--- src/rtl/led_seq_pkg.sv ---
// ---------------------------------------------------------------------------
// led_seq_pkg
// Shared definitions for the multi-channel LED colour sequencer:
//   - direction encoding (DIR_UP / DIR_DOWN) of the per-channel dir input
//   - mode encoding (MODE_LEVEL / MODE_EDGE) of the per-channel edge_mode input
//   - colour_in_range(): inclusive range check used by the channel step logic
//     and by the load decode in the top level
// ---------------------------------------------------------------------------
package led_seq_pkg;

    typedef enum logic {
        DIR_UP   = 1'b0,
        DIR_DOWN = 1'b1
    } dir_e;

    typedef enum logic {
        MODE_LEVEL = 1'b0,
        MODE_EDGE  = 1'b1
    } mode_e;

    // Inclusive range check on integer-extended colour codes, so callers with
    // any colour width can share it.
    function automatic logic colour_in_range(input int code, input int lo, input int hi);
        return (code >= lo) && (code <= hi);
    endfunction

endpackage

--- src/rtl/led_sequencer_if.sv ---
// ---------------------------------------------------------------------------
// led_sequencer_if
// Direct colour load bus of the LED sequencer.
// Signals:
//   load_valid   load request, sampled on a single clock edge
//   load_ch      target channel of the load
//   load_colour  colour code to load
//   load_err     one-cycle pulse when a load is rejected
// Modports:
//   master  - drives the load request, observes load_err (board controller/bench)
//   slave   - receives the load request, drives load_err (led_sequencer)
// ---------------------------------------------------------------------------
interface led_sequencer_if #(
    parameter int CHANNELS = 4,
    parameter int COLOUR_W = 3
);
    // A single channel still needs a one-bit channel select.
    localparam int CH_W = (CHANNELS > 1) ? $clog2(CHANNELS) : 1;

    logic                load_valid;
    logic [CH_W-1:0]     load_ch;
    logic [COLOUR_W-1:0] load_colour;
    logic                load_err;

    modport master (
        output load_valid,
        output load_ch,
        output load_colour,
        input  load_err
    );

    modport slave (
        input  load_valid,
        input  load_ch,
        input  load_colour,
        output load_err
    );

endinterface

--- src/rtl/led_seq_channel.sv ---
// ---------------------------------------------------------------------------
// led_seq_channel
// One LED channel: colour register, button history, step and wrap logic.
// Ports:
//   clk          system clock, rising edge
//   rst          asynchronous, active-low reset
//   button       advance request
//   dir          0 = step up, 1 = step down
//   edge_mode    0 = step every cycle button is high, 1 = step on rising edge
//   auto_step    extra step request from the shared auto-advance prescaler
//   load_en      accepted load targeting this channel (already range checked)
//   load_colour  colour to take when load_en is high
//   colour       registered colour code
//   wrap         one-cycle pulse when the colour wraps at a range end
// ---------------------------------------------------------------------------
module led_seq_channel
    import led_seq_pkg::*;
#(
    parameter int COLOUR_W   = 3,
    parameter int MIN_COLOUR = 1,
    parameter int MAX_COLOUR = 6
) (
    input  logic                clk,
    input  logic                rst,
    input  logic                button,
    input  logic                dir,
    input  logic                edge_mode,
    input  logic                auto_step,
    input  logic                load_en,
    input  logic [COLOUR_W-1:0] load_colour,
    output logic [COLOUR_W-1:0] colour,
    output logic                wrap
);

    localparam logic [COLOUR_W-1:0] MIN_C = COLOUR_W'(MIN_COLOUR);
    localparam logic [COLOUR_W-1:0] MAX_C = COLOUR_W'(MAX_COLOUR);

    logic                button_q;
    logic                step;
    logic [COLOUR_W-1:0] colour_next;
    logic                wrap_next;

    // Button and auto requests are OR-ed, so a channel never steps twice in
    // one cycle.
    assign step = ((mode_e'(edge_mode) == MODE_EDGE) ? (button & ~button_q) : button)
                  | auto_step;

    // Next colour: a load overrides any step; out-of-range colours snap to
    // the range end the step is heading away from, without a wrap pulse.
    always_comb begin
        colour_next = colour;
        wrap_next   = 1'b0;
        if (load_en) begin
            colour_next = load_colour;
        end else if (step) begin
            if (dir_e'(dir) == DIR_UP) begin
                if (colour == MAX_C) begin
                    colour_next = MIN_C;
                    wrap_next   = 1'b1;
                end else if (!colour_in_range(int'(colour), MIN_COLOUR, MAX_COLOUR)) begin
                    colour_next = MIN_C;
                end else begin
                    colour_next = colour + COLOUR_W'(1);
                end
            end else begin
                if (colour == MIN_C) begin
                    colour_next = MAX_C;
                    wrap_next   = 1'b1;
                end else if (!colour_in_range(int'(colour), MIN_COLOUR, MAX_COLOUR)) begin
                    colour_next = MAX_C;
                end else begin
                    colour_next = colour - COLOUR_W'(1);
                end
            end
        end
    end

    // Button history tracks the raw button every cycle, whatever the mode,
    // so switching into edge mode with the button held does not step.
    always_ff @(posedge clk or negedge rst) begin
        if (!rst) begin
            colour   <= MIN_C;
            wrap     <= 1'b0;
            button_q <= 1'b0;
        end else begin
            colour   <= colour_next;
            wrap     <= wrap_next;
            button_q <= button;
        end
    end

endmodule

--- src/rtl/led_sequencer.sv ---
// ---------------------------------------------------------------------------
// led_sequencer
// Multi-channel LED colour sequencer. Each channel steps its colour code
// through [MIN_COLOUR..MAX_COLOUR] on button activity; colours can also be
// loaded directly over the load bus.
// Ports:
//   clk        system clock, rising edge
//   rst        asynchronous, active-low reset
//   button     per-channel advance request
//   dir        per-channel direction (0 = up, 1 = down)
//   edge_mode  per-channel mode (0 = level, 1 = rising edge)
//   auto_en    per-channel auto-advance enable
//   load_bus   load request (valid/channel/colour) and load_err pulse
//   colour     colour codes, channel i at [i*COLOUR_W +: COLOUR_W]
//   wrap       per-channel one-cycle wrap pulse
// Configuration macro:
//   AUTO_ADVANCE_EN - adds a free-running prescaler; every PRESCALE cycles
//                     each channel with auto_en set takes one step.
//                     Without it auto_en and PRESCALE have no effect.
// ---------------------------------------------------------------------------
module led_sequencer
    import led_seq_pkg::*;
#(
    parameter int CHANNELS   = 4,
    parameter int COLOUR_W   = 3,
    parameter int MIN_COLOUR = 1,
    parameter int MAX_COLOUR = 6,
    parameter int PRESCALE   = 8
) (
    input  logic                         clk,
    input  logic                         rst,
    input  logic [CHANNELS-1:0]          button,
    input  logic [CHANNELS-1:0]          dir,
    input  logic [CHANNELS-1:0]          edge_mode,
    input  logic [CHANNELS-1:0]          auto_en,
    led_sequencer_if.slave               load_bus,
    output logic [CHANNELS*COLOUR_W-1:0] colour,
    output logic [CHANNELS-1:0]          wrap
);

    logic                load_accept;
    logic                load_err_q;
    logic [CHANNELS-1:0] auto_step;

    // A load is only accepted for an existing channel and a legal colour;
    // anything else just raises load_err.
    assign load_accept = load_bus.load_valid
                         && (int'(load_bus.load_ch) < CHANNELS)
                         && colour_in_range(int'(load_bus.load_colour), MIN_COLOUR, MAX_COLOUR);

    always_ff @(posedge clk or negedge rst) begin
        if (!rst) begin
            load_err_q <= 1'b0;
        end else begin
            load_err_q <= load_bus.load_valid & ~load_accept;
        end
    end

    assign load_bus.load_err = load_err_q;

`ifdef AUTO_ADVANCE_EN
    localparam int PS_W = $clog2(PRESCALE);

    logic [PS_W-1:0] prescale_cnt;
    logic            tick;

    assign tick      = (prescale_cnt == PS_W'(PRESCALE - 1));
    assign auto_step = auto_en & {CHANNELS{tick}};

    // Free-running count 0..PRESCALE-1; the tick lands on the last count.
    always_ff @(posedge clk or negedge rst) begin
        if (!rst) begin
            prescale_cnt <= '0;
        end else if (tick) begin
            prescale_cnt <= '0;
        end else begin
            prescale_cnt <= prescale_cnt + PS_W'(1);
        end
    end
`else
    // No auto-advance hardware: auto_en and PRESCALE are deliberately sunk.
    logic [CHANNELS-1:0] unused_auto_en;
    logic [31:0]         unused_prescale;

    assign unused_auto_en  = auto_en;
    assign unused_prescale = PRESCALE;
    assign auto_step       = '0;
`endif

    for (genvar i = 0; i < CHANNELS; i++) begin : g_channel
        logic load_en;

        assign load_en = load_accept && (int'(load_bus.load_ch) == i);

        led_seq_channel #(
            .COLOUR_W   (COLOUR_W),
            .MIN_COLOUR (MIN_COLOUR),
            .MAX_COLOUR (MAX_COLOUR)
        ) u_channel (
            .clk         (clk),
            .rst         (rst),
            .button      (button[i]),
            .dir         (dir[i]),
            .edge_mode   (edge_mode[i]),
            .auto_step   (auto_step[i]),
            .load_en     (load_en),
            .load_colour (load_bus.load_colour),
            .colour      (colour[i*COLOUR_W +: COLOUR_W]),
            .wrap        (wrap[i])
        );
    end

endmodule

--- src/flat_wrapper.sv ---
// flat-port wrapper written by rule: the top's interface ports become plain ports
module led_sequencer_flat import led_seq_pkg::*;
#(
    parameter int CHANNELS   = 4,
    parameter int COLOUR_W   = 3,
    parameter int MIN_COLOUR = 1,
    parameter int MAX_COLOUR = 6,
    parameter int PRESCALE   = 8
)
  (clk, rst, button, dir, edge_mode, auto_en, colour, wrap, load_bus_load_valid, load_bus_load_ch, load_bus_load_colour, load_bus_load_err);
  led_sequencer_if #(.CHANNELS(CHANNELS), .COLOUR_W(COLOUR_W)) load_bus_i ();
  input  logic clk;
  input  logic rst;
  input  logic [CHANNELS-1:0] button;
  input  logic [CHANNELS-1:0] dir;
  input  logic [CHANNELS-1:0] edge_mode;
  input  logic [CHANNELS-1:0] auto_en;
  output logic [CHANNELS*COLOUR_W-1:0] colour;
  output logic [CHANNELS-1:0] wrap;
  input wire logic [$bits(load_bus_i.load_valid)-1:0] load_bus_load_valid;
  input wire logic [$bits(load_bus_i.load_ch)-1:0] load_bus_load_ch;
  input wire logic [$bits(load_bus_i.load_colour)-1:0] load_bus_load_colour;
  output wire logic [$bits(load_bus_i.load_err)-1:0] load_bus_load_err;
  assign load_bus_i.load_valid = load_bus_load_valid;
  assign load_bus_i.load_ch = load_bus_load_ch;
  assign load_bus_i.load_colour = load_bus_load_colour;
  assign load_bus_load_err = load_bus_i.load_err;
  led_sequencer #(.CHANNELS(CHANNELS), .COLOUR_W(COLOUR_W), .MIN_COLOUR(MIN_COLOUR), .MAX_COLOUR(MAX_COLOUR), .PRESCALE(PRESCALE)) u_core (.clk(clk), .rst(rst), .button(button), .dir(dir), .edge_mode(edge_mode), .auto_en(auto_en), .load_bus(load_bus_i), .colour(colour), .wrap(wrap));
endmodule
--- config.mk ---
export PLATFORM = sky130hd
export DESIGN_NAME = led_sequencer_flat
export DESIGN_NICKNAME = d
export VERILOG_FILES = /design/src/rtl/led_seq_pkg.sv /design/src/rtl/led_sequencer_if.sv /design/src/rtl/led_seq_channel.sv /design/src/rtl/led_sequencer.sv /design/src/flat_wrapper.sv
export SDC_FILE = /design/constraint.sdc
export NUM_CORES = 1
export LEC_CHECK = 0
export CAP_MARGIN = 5
export CORE_ASPECT_RATIO = 1.1
export CORE_MARGIN = 4
export CORE_UTILIZATION = 54
export DETAILED_ROUTE_END_ITERATION = 8
export DONT_BUFFER_PORTS = 1
export PLACE_DENSITY = 0.69
export SYNTH_ARGS = -nofsm -noshare
export SYNTH_HDL_FRONTEND = slang
export SYNTH_SLANG_ARGS = --single-unit
--- constraint.sdc ---
create_clock -name clk -period 5.6 [get_ports clk]
set_clock_uncertainty 0.1 [all_clocks]
set_input_delay 0.84 -clock clk [delete_from_list [all_inputs] [get_ports clk]]
set_output_delay 0.84 -clock clk [all_outputs]
set_load 0.05 [all_outputs]
==> flow_metrics.env, run 1 <==
export IMPL_wire_per_inst_microns=15.9
export IMPL_cts_root_buf="clkbuf_4"
export IMPL_critical_path_class="register to register"
export IMPL_peakVddDrop_mv=0.177
export IMPL_post_route_min_period_ns=2.49
export IMPL_area_growth_pct=-0.142
export IMPL_synthTopCellsByCount="22 x nand2_1, 17 x dfrtp_1, 16 x ha_1, 16 x nor2_1, 14 x a21oi_1"
export IMPL_post_cts_setup_buffers=0
export IMPL_hpwlAfterDp_microns=2900
export IMPL_ys_types=56
export IMPL_cts_path_max_buffers=2
export IMPL_cp_depth=7
export IMPL_critPathTopFamily="flip-flops"
export IMPL_antenna_cells=0
export IMPL_yosysMostFrequentCell="nand2_1"
export IMPL_yosys_warnings=0
export IMPL_syn_nets=251
export IMPL_grt_overflow_total=0
export IMPL_clk_latency_ns=0.30
export IMPL_synth_cells=211
export IMPL_cts_buffers=3
export IMPL_worstPathCellList="inv_1 > ha_1 > nor2_1 > a31oi_1 > o221ai_1 > a211oi_1 > a21o_1"
export IMPL_synth_top_area_share_pct=24.1
export IMPL_relSlewSlack_pct=48.4
export IMPL_yosysTopAreaCell="dfrtp_1"
export IMPL_tightest_slew_ns=0.774
export IMPL_ios=41
export IMPL_final_antenna_net_count=0
export IMPL_rows=21
export IMPL_slew_violations=0
export IMPL_rsz0062_at_grt="no"
export IMPL_fin_crit_sh_pct=44.4
export IMPL_tns_ns=0
export IMPL_drt_initial_drc_count=109
export IMPL_htreeDepth=1
export IMPL_cp_end_kind="register"
export IMPL_cellPowerDensity_mw_per_mm2=523
export IMPL_clock_sinks=21
export IMPL_max_stage_delay_ns=0.82
export IMPL_power_uw=921
export IMPL_hold_path_class="input port to async pin"
export IMPL_num_vias=1538
export IMPL_grt_util_met1_pct=19.6
export IMPL_finalNetCount=245
export IMPL_firstDrtPassIters=4
export IMPL_worstRegToRegCells=7
export IMPL_synth_edf_count=0
export IMPL_power_leakage_nw=0.737
export IMPL_grt_pass1_wl_microns=6120
export IMPL_report_final_setup_viol=0
export IMPL_finalHoldViolCount=0
export IMPL_antenna_found_initial=0
export IMPL_routed_wl_microns=3790
export IMPL_initial_core_util_pct=56.9
export IMPL_core_area_sq_mm=0.00310
export IMPL_cp_start_kind="register"
export IMPL_ys_flop_type="dfrtp_1"
export IMPL_clk_pin_slew_ns=0.12
export IMPL_route_detailed_drc=0
export IMPL_grt_usage_pct=17.6
export IMPL_cts_tree="yes"
export IMPL_final_core_util_pct=56.8
export IMPL_fp_dieW_microns=62.5
export IMPL_worst_endpoint_required_ns=5.70
export IMPL_synth_area_per_cell_sq_um=8.36
export IMPL_io_buffers=0
export IMPL_netlist_top_cells_area="dfrtp_1 24%, ha_1 11%, dfstp_2 6.0%"
export IMPL_syn_cell_area_sq_mm=0.00176
export IMPL_use_met3_pct=3.78
export IMPL_maxCapViolCount=0
export IMPL_grt_max_degree=22
export IMPL_ys_ff_latch=21
export IMPL_fmax_mhz=402
export IMPL_gp_congestion=0.923
export IMPL_arrival_ns=2.58
export IMPL_ys_seq_area_share_pct=30.1
export IMPL_hold_buffers=0
export IMPL_crit_slowest_cell="dfrtp_1"
export IMPL_die_h_microns=67.9
export IMPL_synthArstFlopShare_pct=100
export IMPL_outcome="finished clean"
export IMPL_top_usage_layer="met2"
export IMPL_cts_resized=0
export IMPL_crit_buf_inv=1
export IMPL_drive_above_1_share_pct=6.86
export IMPL_vias_per_cell=6.46
export IMPL_die_area_sq_mm=0.00424
export IMPL_crit_fanout=10
export IMPL_grt_pass1_vias=1367
export IMPL_grt_use_met2_pct=33.7
## cells in the final DEF (no fill, tap or decap), types with 2 or more instances in the layout
cell type,n
nand2_1,22
dfrtp_1,17
nor2_1,16
ha_1,16
a21oi_1,14
inv_1,11
a31oi_1,11
o21ai_0,9
nand3_1,7
nor2b_1,6
nand2b_1,5
or3_1,4
nor3_1,4
o211ai_1,4
dfstp_2,4
o22ai_1,3
mux2_1,3
o2111ai_1,3
clkbuf_4,3
a2bb2oi_1,2
inv_2,2
a21boi_1,2
a211oi_1,2
a311o_1,2
nor4_1,2
o21ai_1,2
## metal layers
| layer | vias to the layer above | share of wire, % |
|---|---|---|
| met4 | 0 | 0.90 |
| li1 | 762 | - |
| met5 | - | 0 |
| met1 | 720 | 42 |
| met2 | 52 | 50 |
| met3 | 4 | 6.7 |
## metrics by stage
stage               instance area, sq um  instances  hold slack, ns  setup WS, ns
floorplan                           1760        211           0.417          3.38
global placement                    1730        234           0.445          3.23
detailed placement                  1730        234           0.445          3.19
CTS                                 1760        238           0.112          3.15
global route                        1760        238          0.0949          3.01
finish                              1760        238           0.113          3.11
## sequential cells by signal, summed over array words and instances (netlist names)
signal,cells
u_core.load_bus.load_err,1
u_core.g_channel.u_channel.button_q,4
u_core.g_channel.u_channel.wrap,4
u_core.g_channel.u_channel.colour,12
## worst reg2reg max path, stage by stage, from the launching register on
cell	delay, ns
dfrtp_1	0.82
inv_1	0.27
ha_1	0.31
nor2_1	0.26
a31oi_1	0.16
o221ai_1	0.20
a211oi_1	0.10
a21o_1	0.17
## area by class of cell
| cell class | instances | area, sq um |
|---|---|---|
| fillers | 303 | 1340 |
| clock buffers | 4 | 26.3 |
| inverters | 13 | 48.8 |
| flip-flops and latches | 21 | 531 |
| well taps | 34 | 42.5 |
| multi-input cells | 166 | 1110 |
## kinds of logic (layout without fill, tap and decap cells)
logic type                 count (synthesis)  in the layout  synth area share [%]
buffers and inverters                     24             17                  6.81
and+or+nand+nor                           79             79                  23.8
muxes                                      4              4                  2.48
DFF                                       21             21                  30.1
adders and majority gates                 16             16                  11.4
AOI/OAI and AO/OA                         67             67                  25.5
## worst paths after layout
| check | start | end | slack [ns] |
|---|---|---|---|
| max reg2reg | u_core.g_channel[0].u_channel.colour[1]$_DFFE_PN0P_ | u_core.g_channel[0].u_channel.colour[1]$_DFFE_PN0P_ | 3.11 |
| min reg2reg | u_core.g_channel[0].u_channel.button_q$_DFF_PN0_ | u_core.g_channel[0].u_channel.wrap$_DFF_PN0_ | 0.47 |
| min | rst | u_core.g_channel[2].u_channel.button_q$_DFF_PN0_ | 0.11 |
| max in group asynchronous | rst | u_core.g_channel[1].u_channel.colour[0]$_DFFE_PN1P_ | 5.10 |
| max | u_core.g_channel[0].u_channel.colour[1]$_DFFE_PN0P_ | u_core.g_channel[0].u_channel.colour[1]$_DFFE_PN0P_ | 3.11 |
| min in group clk | button[3] | u_core.g_channel[3].u_channel.button_q$_DFF_PN0_ | 0.45 |
## where the power goes
part           total (mW)  switching [mW]  internal [mW]
registers           0.451           0.248          0.203
clock network      0.0721          0.0444         0.0277
logic               0.398           0.214          0.184
Note: power is estimated with default switching activity, not from simulation.
==> run 2, diff against run 1 <==
--- a/config.mk
+++ b/config.mk
@@ -11,7 +11,7 @@
 export CORE_UTILIZATION = 54
 export DETAILED_ROUTE_END_ITERATION = 8
 export DONT_BUFFER_PORTS = 1
-export PLACE_DENSITY = 0.69
+export PLACE_DENSITY = 0.72
 export SYNTH_ARGS = -nofsm -noshare
 export SYNTH_HDL_FRONTEND = slang
 export SYNTH_SLANG_ARGS = --single-unit
==> constraint.sdc (replaced) <==
create_clock -name clk -period 2.05 [get_ports clk]
set_clock_uncertainty 0.1 [all_clocks]
set_input_delay 0.3075 -clock clk [delete_from_list [all_inputs] [get_ports clk]]
set_output_delay 0.3075 -clock clk [all_outputs]
set_load 0.05 [all_outputs]
==> run 2 against run 1 <==
Against the previous run: global-route usage up 2.1 points; fmax up 29%; total power rose to 3.1 times the previous value; worst hold slack worse by 0.10 ns; combinational power rose to 4.6 times the previous value; wire length up 6.9%; via count up 4.1%; die area unchanged; utilization up 7.3 points; flip-flop and latch count unchanged; count of clock-buffer cells in the layout down 1; cell area up 13%.
==> flow_metrics.env, run 2 (synthesized netlist as in run 1, its figures left out) <==
export IMPL_grt_pass1_vias=1536
export IMPL_io_buffers=0
export IMPL_whs_ns=0.00838
export IMPL_peakVddDrop_mv=0.653
export IMPL_crit_slowest_cell="dfstp_4"
export IMPL_gp_congestion=0.908
export IMPL_ios=41
export IMPL_rows=21
export IMPL_finalHoldViolCount=0
export IMPL_core_area_sq_mm=0.00310
export IMPL_outcome="finished clean"
export IMPL_fmax_mhz=520
export IMPL_die_area_sq_mm=0.00424
export IMPL_maxCapViolCount=0
export IMPL_slew_violations=0
export IMPL_grt_pass1_wl_microns=6820
export IMPL_htreeDepth=1
export IMPL_max_stage_delay_ns=0.64
export IMPL_cts_path_max_buffers=2
export IMPL_tightest_slew_ns=0.890
export IMPL_nFillCells=271
export IMPL_hpwlAfterDp_microns=3110
export IMPL_critical_path_class="register to register"
export IMPL_power_leakage_nw=0.848
export IMPL_final_antenna_net_count=0
export IMPL_antenna_found_initial=0
export IMPL_fin_crit_sh_pct=93.8
export IMPL_power_mw=2.84
export IMPL_area_growth_pct=12.7
export IMPL_cp_start_kind="register"
export IMPL_mostFrequentLayoutCell="nand2_1"
export IMPL_die_h_microns=67.9
export IMPL_grt_usage_pct=19.7
export IMPL_worstPathCellList="inv_2 > ha_2 > or4_4 > a21oi_2 > a311oi_1 > o31ai_2"
export IMPL_grt_overflow_total=0
export IMPL_antenna_cells=0
export IMPL_cts_tree="yes"
export IMPL_clock_sinks=21
export IMPL_cp_end_kind="register"
export IMPL_grt_use_met2_pct=36.9
export IMPL_fp_dieW_microns=62.5
export IMPL_clk_pin_slew_ns=0.12
export IMPL_cts_buffers=3
export IMPL_final_cell_mix="22 x nand2_1, 18 x buf_4, 16 x nor2_1"
export IMPL_drt_initial_drc_count=157
export IMPL_report_final_setup_viol=0
export IMPL_num_vias=1601
export IMPL_largest_reg_flops=12
export IMPL_use_met3_pct=2.96
export IMPL_hold_path_class="input port to register"
export IMPL_finalNetCount=269
export IMPL_routed_wl_microns=4060
export IMPL_rsz0062_at_grt="no"
export IMPL_drive_above_1_share_pct=18.0
export IMPL_firstDrtPassIters=4
export IMPL_top_usage_layer="met2"
export IMPL_post_route_min_period_ns=1.92
export IMPL_worst_endpoint_required_ns=2.18
export IMPL_grt_max_degree=22
export IMPL_crit_buf_inv=1
export IMPL_route_detailed_drc=0
export IMPL_wire_per_inst_microns=15.5
export IMPL_arrival_ns=2.05
export IMPL_cts_root_buf="clkbuf_4"
export IMPL_initial_core_util_pct=56.9
export IMPL_crit_fanout=2
export IMPL_relSlewSlack_pct=40.5
export IMPL_grt_util_met1_pct=22.5
export IMPL_vias_per_cell=6.11
export IMPL_top_regs="u_core.g_channel.u_channel.colour x12, u_core.g_channel.u_channel.button_q x4, u_core.g_channel.u_channel.wrap x4"
export IMPL_clk_latency_ns=0.31
export IMPL_cellPowerDensity_mw_per_mm2=1430
export IMPL_critPathTopFamily="flip-flops"
export IMPL_largest_register="u_core.g_channel.u_channel.colour"
==> run 2: changes by cell type in the layout (fill, tap and decap cells not counted), moves of 2 or more <==
cell | previous run | this run
buf_4 | 0 | 18
ha_1 | 16 | 14
dfrtp_2 | 0 | 3
dfrtp_1 | 17 | 14
dlygate4sd3_1 | 0 | 6
==> run 2: final timing paths <==
| kind | from | depth (start not counted) | slack, ns | to |
|---|---|---|---|---|
| setup / recovery | u_core.g_channel[0].u_channel.colour[0]$_DFFE_PN1P_ | 6 | 0.13 | u_core.g_channel[0].u_channel.colour[2]$_DFFE_PN0P_ |
| hold / removal | load_bus_load_colour[2] | 2 | 0.008 | u_core.g_channel[3].u_channel.colour[2]$_DFFE_PN0P_ |
| setup reg to reg | u_core.g_channel[0].u_channel.colour[0]$_DFFE_PN1P_ | 6 | 0.13 | u_core.g_channel[0].u_channel.colour[2]$_DFFE_PN0P_ |
| hold reg to reg | u_core.g_channel[0].u_channel.button_q$_DFF_PN0_ | 3 | 0.47 | u_core.g_channel[0].u_channel.wrap$_DFF_PN0_ |
| max in group asynchronous | rst | 1 | 0.79 | u_core.g_channel[1].u_channel.colour[1]$_DFFE_PN0P_ |
| min in group asynchronous | rst | 1 | 0.45 | u_core.g_channel[2].u_channel.wrap$_DFF_PN0_ |
==> run 2: report_power, final <==
part           leakage (nW)  internal (mW)  switching, mW  total [mW]
sequential            0.248          0.569          0.220       0.789
clock                0.0177         0.0730          0.128       0.201
combinational         0.582          0.735           1.12        1.85
total                 0.848           1.38           1.46        2.84
==> run 2: timing repair <==
action,in CTS,in global routing
cloned,0,0
endpoints found under the hold margin,25,1
hold buffers,5,1
buffers inserted,1,2
gates resized for setup,0,5
setup endpoints to repair,1,2
pin swaps,0,5
==> run 2: area by class of cell <==
class	count	area (sq um)	area share (%)
well taps	34	42.5	2.14
inverters	13	48.8	2.46
clock inverters	1	5.00	0.252
flip-flops and latches	21	538	27.1
multi-input cells	166	1130	57.1
repair buffers	24	195	9.82
clock buffers	3	22.5	1.13
==> run 2: layer usage <==
layer	up-vias	wire length [microns]
met5	-	0
li1	804	-
met4	0	87
met3	9	132
met2	43	2100
met1	745	1740
==> run 2: metrics by stage <==
stage	utilization (%)	worst slack [ns]	setup TNS, ns	instance area, sq um	std cells
2_1_floorplan	-	-0.114	-0.114	1770	211
3_3_place_gp	59.8	0.0639	0	1850	249
3_5_place_dp	59.8	0.00633	0	1850	249
4_1_cts	62.6	0.0103	0	1940	259
5_1_grt	64.1	0.0242	0	1990	262
6_report	64.1	0.126	0	1990	262
==> run 2: worst register-to-register path: cells and delay by family, from the launching register on <==
family                   cells  cell delay, ns
flip-flops                   1            0.64
AND/OR/NAND/NOR              1            0.52
AO/OA/AOI/OAI                3            0.36
adder cells (fa/ha/maj)      1            0.18
buffers and inverters        1            0.04
==> run 3, diff against run 2 <==
--- a/config.mk
+++ b/config.mk
@@ -11,7 +11,9 @@
 export CORE_UTILIZATION = 54
 export DETAILED_ROUTE_END_ITERATION = 8
 export DONT_BUFFER_PORTS = 1
+export HOLD_SLACK_MARGIN = 0.1
 export PLACE_DENSITY = 0.72
+export SKIP_LAST_GASP = 1
 export SYNTH_ARGS = -nofsm -noshare
 export SYNTH_HDL_FRONTEND = slang
 export SYNTH_SLANG_ARGS = --single-unit
==> run 3 against run 2 <==
Against the previous run: wire length is 7.3% higher; flip-flop and latch count stayed put; total power grew 0.81%; register-to-register slack got worse by 0.03 ns; sequential power about the same; critical path depth unchanged; worst setup slack got worse by 0.025 ns; first-iteration DRC count grew 25%; utilization rose by 2.3 points; global-route usage grew 1.2 points; highest routed layer unchanged.
==> flow_metrics.env, run 3 (synthesized netlist as in run 1, its figures left out) <==
export IMPL_cts_tree="yes"
export IMPL_fin_crit_sh_pct=95.1
export IMPL_rsz0062_at_grt="yes"
export IMPL_design_area_sq_mm=0.00206
export IMPL_relSlewSlack_pct=40.3
export IMPL_firstDrtPassIters=6
export IMPL_drt_initial_drc_count=197
export IMPL_route_detailed_drc=0
export IMPL_cp_end_kind="register"
export IMPL_largest_reg_flops=12
export IMPL_report_final_setup_viol=0
export IMPL_cts_root_buf="clkbuf_4"
export IMPL_outcome="finished clean"
export IMPL_initial_core_util_pct=56.9
export IMPL_tns_ns=0
export IMPL_tightest_slew_ns=0.893
export IMPL_cp_start_kind="register"
export IMPL_final_cell_mix="22 x nand2_1, 18 x buf_4, 16 x nor2_1"
export IMPL_htreeDepth=1
export IMPL_grt_pass1_wl_microns=7180
export IMPL_finalNetCount=276
export IMPL_ios=41
export IMPL_clk_latency_ns=0.31
export IMPL_die_area_sq_mm=0.00424
export IMPL_io_buffers=0
export IMPL_fmax_mhz=513
export IMPL_worstPathCellList="inv_1 > ha_2 > or4_4 > a21oi_2 > a311oi_1 > o31ai_2"
export IMPL_die_h_microns=67.9
export IMPL_fp_dieW_microns=62.5
export IMPL_wire_per_inst_microns=16.2
export IMPL_clk_pin_slew_ns=0.12
export IMPL_critical_path_class="register to register"
export IMPL_hold_path_class="input port to register"
export IMPL_arrival_ns=2.08
export IMPL_register_area_sq_um=538
export IMPL_setup_slack_ns=0.101
export IMPL_core_area_sq_mm=0.00310
export IMPL_dpl_instance_area_sq_mm=0.00185
export IMPL_worst_endpoint_required_ns=2.18
export IMPL_vias_per_cell=6.21
export IMPL_crit_slowest_cell="dfstp_4"
export IMPL_cts_buffers=3
export IMPL_mostFrequentLayoutCell="nand2_1"
export IMPL_grt_pass1_vias=1594
export IMPL_pre_cts_slack_ns=0.00633
export IMPL_final_antenna_net_count=0
export IMPL_drive_above_1_share_pct=17.0
export IMPL_grt_overflow_total=0
export IMPL_antenna_cells=0
export IMPL_hpwlAfterDp_microns=3110
export IMPL_post_route_min_period_ns=1.95
export IMPL_num_vias=1670
export IMPL_top_regs="u_core.g_channel.u_channel.colour x12, u_core.g_channel.u_channel.button_q x4, u_core.g_channel.u_channel.wrap x4"
export IMPL_maxCapViolCount=0
export IMPL_grt_max_degree=22
export IMPL_max_stage_delay_ns=0.64
export IMPL_area_growth_pct=16.7
export IMPL_antenna_found_initial=0
export IMPL_grt_usage_pct=20.9
export IMPL_rows=21
export IMPL_cellPowerDensity_mw_per_mm2=1390
export IMPL_peakVddDrop_mv=0.639
export IMPL_finalHoldViolCount=0
export IMPL_routed_wl_microns=4350
export IMPL_largest_register="u_core.g_channel.u_channel.colour"
export IMPL_crit_fanout=2
export IMPL_slew_violations=0
export IMPL_clock_sinks=21
export IMPL_multiInputGateArea_sq_mm=0.00113
export IMPL_gp_congestion=0.908
export IMPL_power_leakage_nw=0.878
export IMPL_nFillCells=259
export IMPL_cts_path_max_buffers=2
[run 3: worst max-delay path: cells and delay by family (launching register included)]
kind,cells,cell delay (ns)
buffers and inverters,1,0.06
flip-flops,1,0.64
AND/OR/NAND/NOR,1,0.52
adder cells (fa/ha/maj),1,0.19
AO/OA/AOI/OAI,3,0.36
[run 3: stage by stage]
stage / utilization (%) / total power [mW] / hold WS (ns) / cells
finish: 66.3 / 2.86 / 0.108 / 269
global placement: 59.8 / 2.45 / -0.0875 / 249
global route: 66.3 / 3.10 / 0.107 / 269
CTS: 65.1 / 2.78 / 0.105 / 267
floorplan: - / 2.12 / -0.0881 / 211
detailed placement: 59.8 / 2.53 / -0.0875 / 249
[run 3: cell type report]
| type | count | share of cell area, % |
|---|---|---|
| Clock inverter | 1 | 0.243 |
| Inverter | 13 | 2.37 |
| Clock buffer | 3 | 1.09 |
| Timing Repair Buffer | 31 | 12.9 |
| Multi-Input combinational cell | 166 | 55.2 |
| Sequential cell | 21 | 26.2 |
| Tap cell | 34 | 2.07 |
[run 3: repair_timing]
item / in CTS / in global routing
gates resized for setup: 0 / 4
setup buffers: 1 / 2
cloned: 0 / 0
endpoints found under the setup margin: 1 / 2
pin swaps: 0 / 5
hold buffers: 13 / 0
hold endpoints to repair: 40 / 0
[run 3: routing by layer]
layer  GRT usage (%)  share of wire [%]
met5               0                  0
met1            22.9                 41
met2            39.1                 53
met3            3.78                4.7
met4            11.0                1.9
[run 3: final timing paths]
path                                                                      from                                                   to  slack, ns  cells past startpoint
setup reg to reg           u_core.g_channel[0].u_channel.colour[0]$_DFFE_PN1P_  u_core.g_channel[0].u_channel.colour[2]$_DFFE_PN0P_       0.10                      6
min in group asynchronous                                                  rst         u_core.g_channel[2].u_channel.wrap$_DFF_PN0_       0.45                      1
max in group asynchronous                                                  rst  u_core.g_channel[1].u_channel.colour[1]$_DFFE_PN0P_       0.79                      1
hold / removal                                         load_bus_load_colour[2]                   u_core.load_bus.load_err$_DFF_PN0_       0.11                      2
setup / recovery           u_core.g_channel[0].u_channel.colour[0]$_DFFE_PN1P_  u_core.g_channel[0].u_channel.colour[2]$_DFFE_PN0P_       0.10                      6
hold reg to reg               u_core.g_channel[0].u_channel.button_q$_DFF_PN0_         u_core.g_channel[0].u_channel.wrap$_DFF_PN0_       0.50                      3
[run 3: where the power goes]
group | internal [mW] | switching, mW
registers | 0.569 | 0.219
clock network | 0.0730 | 0.128
logic | 0.743 | 1.13
total | 1.38 | 1.48
